[src/rtl/jogo_sequencia_param.sv]
// Parameterised sequence-memory game: the player repeats a stored button sequence, one extra step per round.
// Optional inactivity timeout in ESPERA is built only when JOGO_TIMEOUT_EN is defined.
module jogo_sequencia_param #(
    parameter int N_BOTOES       = 4,
    parameter int N_JOGADAS      = 16,
    parameter int TIMEOUT_CICLOS = 5000,
    localparam int AW            = $clog2(N_JOGADAS)
) (
    input  logic                clock,
    input  logic                reset,
    input  logic                iniciar,
    input  logic [N_BOTOES-1:0] botoes,
    input  logic                mem_escreve,
    input  logic [AW-1:0]       mem_endereco,
    input  logic [N_BOTOES-1:0] mem_dado,
    output logic                acertou,
    output logic                errou,
    output logic                pronto,
    output logic                timeout,
    output logic [N_BOTOES-1:0] leds,
    output logic [3:0]          db_estado,
    output logic [AW-1:0]       db_rodada,
    output logic [AW-1:0]       db_endereco
);

    typedef enum logic [3:0] {
        INICIAL     = 4'h0,
        PREPARA     = 4'h1,
        ESPERA      = 4'h2,
        REGISTRA    = 4'h3,
        COMPARA     = 4'h4,
        PROXIMA     = 4'h5,
        PROX_RODADA = 4'h7,
        FIM_ACERTO  = 4'hA,
        FIM_TIMEOUT = 4'hD,
        FIM_ERRO    = 4'hE
    } estado_t;

    localparam logic [AW-1:0] ULTIMA_RODADA = AW'(N_JOGADAS - 1);

    estado_t             estado;
    estado_t             proximo;
    logic [AW-1:0]       rodada;
    logic [AW-1:0]       endereco;
    logic [N_BOTOES-1:0] leds_reg;
    logic                historico;
    logic                jogada;
    logic                final_estado;
    logic                fim_contagem;
    logic [N_BOTOES-1:0] memoria [N_JOGADAS];

    assign final_estado = (estado == FIM_ACERTO) || (estado == FIM_ERRO) ||
                          (estado == FIM_TIMEOUT);

`ifdef JOGO_TIMEOUT_EN
    localparam int CW = $clog2(TIMEOUT_CICLOS + 1);
    logic [CW-1:0] contador;

    // Counter only runs while waiting for a play, so every entry to ESPERA starts from zero.
    always_ff @(posedge clock) begin
        if (!reset || estado != ESPERA) begin
            contador <= '0;
        end else begin
            contador <= contador + 1'b1;
        end
    end

    assign fim_contagem = (contador == CW'(TIMEOUT_CICLOS - 1));
    assign timeout      = (estado == FIM_TIMEOUT);
`else
    logic unused_timeout_param;
    assign unused_timeout_param = (TIMEOUT_CICLOS > 0);
    assign fim_contagem         = 1'b0;
    assign timeout              = 1'b0;
`endif

    // Sequence memory survives reset and may only be loaded while no game is running.
    always_ff @(posedge clock) begin
        if (mem_escreve && (estado == INICIAL || final_estado)) begin
            memoria[mem_endereco] <= mem_dado;
        end
    end

    always_comb begin
        proximo = estado;
        case (estado)
            INICIAL:     if (iniciar) proximo = PREPARA;
            PREPARA:     proximo = ESPERA;
            ESPERA: begin
                if (jogada) begin
                    proximo = REGISTRA;
                end else if (fim_contagem) begin
                    proximo = FIM_TIMEOUT;
                end
            end
            REGISTRA:    proximo = COMPARA;
            COMPARA: begin
                if (!$onehot(leds_reg) || leds_reg != memoria[endereco]) begin
                    proximo = FIM_ERRO;
                end else if (endereco < rodada) begin
                    proximo = PROXIMA;
                end else if (rodada == ULTIMA_RODADA) begin
                    proximo = FIM_ACERTO;
                end else begin
                    proximo = PROX_RODADA;
                end
            end
            PROXIMA:     proximo = ESPERA;
            PROX_RODADA: proximo = ESPERA;
            FIM_ACERTO,
            FIM_ERRO,
            FIM_TIMEOUT: if (iniciar) proximo = PREPARA;
            default:     proximo = INICIAL;
        endcase
    end

    // A play is the first cycle any button is down after all were released.
    always_ff @(posedge clock) begin
        if (!reset) begin
            estado    <= INICIAL;
            rodada    <= '0;
            endereco  <= '0;
            leds_reg  <= '0;
            historico <= 1'b0;
            jogada    <= 1'b0;
        end else begin
            estado    <= proximo;
            historico <= |botoes;
            jogada    <= (|botoes) & ~historico;
            case (estado)
                PREPARA: begin
                    rodada   <= '0;
                    endereco <= '0;
                    leds_reg <= '0;
                end
                REGISTRA:    leds_reg <= botoes;
                PROXIMA:     endereco <= endereco + 1'b1;
                PROX_RODADA: begin
                    rodada   <= rodada + 1'b1;
                    endereco <= '0;
                end
                default: ;
            endcase
        end
    end

    assign acertou     = (estado == FIM_ACERTO);
    assign errou       = (estado == FIM_ERRO) || (estado == FIM_TIMEOUT);
    assign pronto      = final_estado;
    assign leds        = leds_reg;
    assign db_estado   = estado;
    assign db_rodada   = rodada;
    assign db_endereco = endereco;

endmodule
[config.mk]
export PLATFORM = sky130hd
export DESIGN_NAME = jogo_sequencia_param
export DESIGN_NICKNAME = d
export VERILOG_FILES = /design/src/rtl/jogo_sequencia_param.sv
export SDC_FILE = /design/constraint.sdc
export NUM_CORES = 1
export LEC_CHECK = 0
export ABC_AREA = 1
export BUFFER_PORTS_ARGS = -buffer_cell sky130_fd_sc_hd__buf_2
export CAP_MARGIN = 10
export CORE_MARGIN = 4
export CORE_UTILIZATION = 50
export CTS_BUF_LIST = sky130_fd_sc_hd__clkbuf_16
export CTS_CLUSTER_DIAMETER = 40
export DETAILED_ROUTE_END_ITERATION = 16
export PLACE_DENSITY = 0.69
export SETUP_SLACK_MARGIN = 0.5
export SYNTH_ARGS = -nofsm -noshare
export SYNTH_HDL_FRONTEND = slang
export SYNTH_SLANG_ARGS = --single-unit
[constraint.sdc]
create_clock -name clock -period 6.6 [get_ports clock]
set_clock_uncertainty 0.05 [all_clocks]
set_input_delay 0.99 -clock clock [delete_from_list [all_inputs] [get_ports clock]]
set_output_delay 0.99 -clock clock [all_outputs]
set_load 0.005 [all_outputs]
==> flow_summary.ini <==
[power]
irDropWorstVdd_mv = 0.163
power.leakage_uw = 0.00195
power_density_nw_per_um2 = 282
power.total_uw = 1270

[global_routing]
antenna_found_initial = 0
grt-ovfl-total = 0
grt_pass1_vias = 2769
grt_pass1_wl_um = 13600
track_usage_pct = 18.1
grt_max_degree = 36

[synth]
synth-edff-count = 64
syn_nets = 468
synthFlopType = edfxtp_1
synth_area_per_cell_um2 = 9.01
netlist.area_leader.share_pct = 48.0
ys_seq_area_share_pct = 59.1
synth_seq_cells = 86
ys_top_cells_by_count = nand2_1, inv_1, edfxtp_1, nand3_1, nor2_1
postSynthCellCount = 444
synth_largest_area_cell = edfxtp_1
syn_area_um2 = 4000
async_flop_share_pct = 0
yosys_warnings = 0
yosysMostFrequentCell = nand2_1
synth_area_leaders = edfxtp_1, nand2_1, dfxtp_1
synthDistinctLibCells = 32

[min_path]
hold_class = flop to flop

[final_layout]
nNetsFinal = 501
regMostFlops = memoria
drive_gt1_share_pct = 11.2
largest_register_ffs = 64
multi_input_area_um2 = 1280
synthToLayoutAreaGrowth_pct = 12.2
fillCellCount = 682
diodes = 0
regArea_um2 = 2360

[clocking]
cts-resized-gates = 0
insertion_delay_ps = 340
cts_made_buffers = 9
cts-htree-levels = 3
cts_tree = yes
clock_sinks = 86
cts_buffer_depth = 2
clkTransAtPathRegs_ps = 60
post_cts_buffers = 0
cts-root-buf = clkbuf_16
hold_buffers = 0

[drt]
postRouteAntennaNets = 0
viasPerCell = 5.10
wirelength_um = 8360
routedWlPerCell_um = 14.3
firstDrtPassIters = 5
drc = 0
num_vias = 2981
drt-initial-drc-count = 210

[sta]
slew_viol_final = 0
fin_setup_tns_ps = 0
slew_headroom_pct = 23.1
setup_viol = 0
rsz0062_at_grt = false
max_freq_mhz = 357
worst_pin_slew_ps = 1150
hold_violations = 0
worst_slack_ps = 3800
finalCritPeriodShare_pct = 42.5
whs_ps = 344
fin_crit_ps = 2800

[floorplanning]
design.core.area_um2 = 7770
io_pins = 36
dieArea_um2 = 9500
start_util_pct = 51.5
num_rows = 32
die_x_um = 97.4
die-height_um = 97.4

[setup_path]
cp_common_cell = nand2_1
cpLargestDelayFamily = flip-flops
arrival_ps = 2990
cp.buffers_inverters = 3
path_max_fanout = 35
crit_slowest_cell = dfxtp_1
path_cells = inv_4, o21ai_0, nand3_1, nand3_1, nand2_1, nand2_1, o21ai_0, inv_1, nand3_1, a21oi_1, nand2_1, nand2_1, inv_1
critical_path_class = flop to flop
required_ps = 6780
startpoint_type = flop
endpoint_kind = flop
timing.critical_path.slowest_cell_delay_ps = 1080

[flow_run]
drv_cap = 0

[placed_design]
post-place-ws_ps = 3860
portBuffers = 34
place_hpwl_um = 5790
routabilityCongestion = 0.839

[status]
status = complete, no violations
-- worst paths after layout --
path	startpoint	end	slack, ps	depth (start not counted)
max	flop	db_estado[2]	3800	13
min	historico	jogada	340	1
max reg2reg	flop	db_estado[2]	3800	13
min reg2reg	historico	jogada	340	1
-- area by class of cell --
class	instances	share of cell area, %
flip-flops and latches	86	52.6
well taps	102	2.84
clock inverters	7	1.45
repair buffers	34	3.79
inverters	69	5.82
clock buffers	9	5.02
multi-input cells	277	28.5
-- logic make-up (layout without fill, tap and decap cells) --
logic type | after synthesis | in the layout | share of synthesized area, %
buffers and inverters | 81 | 119 | 9.01
xor gates and xnor gates | 3 | 3 | 0.657
AOI/OAI and AO/OA | 31 | 31 | 4.25
and+or+nand+nor | 234 | 234 | 24.2
DFF | 86 | 86 | 59.1
other | 1 | 1 | 0.0937
adders and majority gates | 8 | 8 | 2.69
-- stage by stage --
step | area (µm²) | util (%) | instances
floorplan | 4000 | - | 444
global placement | 4200 | 54.1 | 568
detailed placement | 4200 | 54.1 | 568
CTS | 4490 | 57.8 | 584
global route | 4490 | 57.8 | 584
finish | 4490 | 57.8 | 584
-- per-layer routing --
metal  vias up  track usage, %  share of wire (%)
met5         -               0                  0
li1       1501               -                  -
met4         0            7.99                1.8
met3        14            3.95                5.7
met2        95            29.2                 47
met1      1371            23.5                 45
-- cell usage in the layout (no fill, tap or decap), types with 2 or more instances in the layout --
cell type,n
nand2_1,124
inv_1,67
edfxtp_1,64
nand3_1,49
nor2_1,48
buf_2,34
dfxtp_1,22
o21ai_0,12
a21oi_1,12
clkbuf_16,9
ha_1,7
nand4_1,5
nor3_1,3
xor2_1,2
clkinv_1,2
o211ai_1,2
clkinv_2,2
-- power by group --
part / switching, µW / internal (µW)
clock: 204 / 291
combinational: 107 / 48.7
sequential: 16.1 / 601
Note: power is estimated with default switching activity, not from simulation.
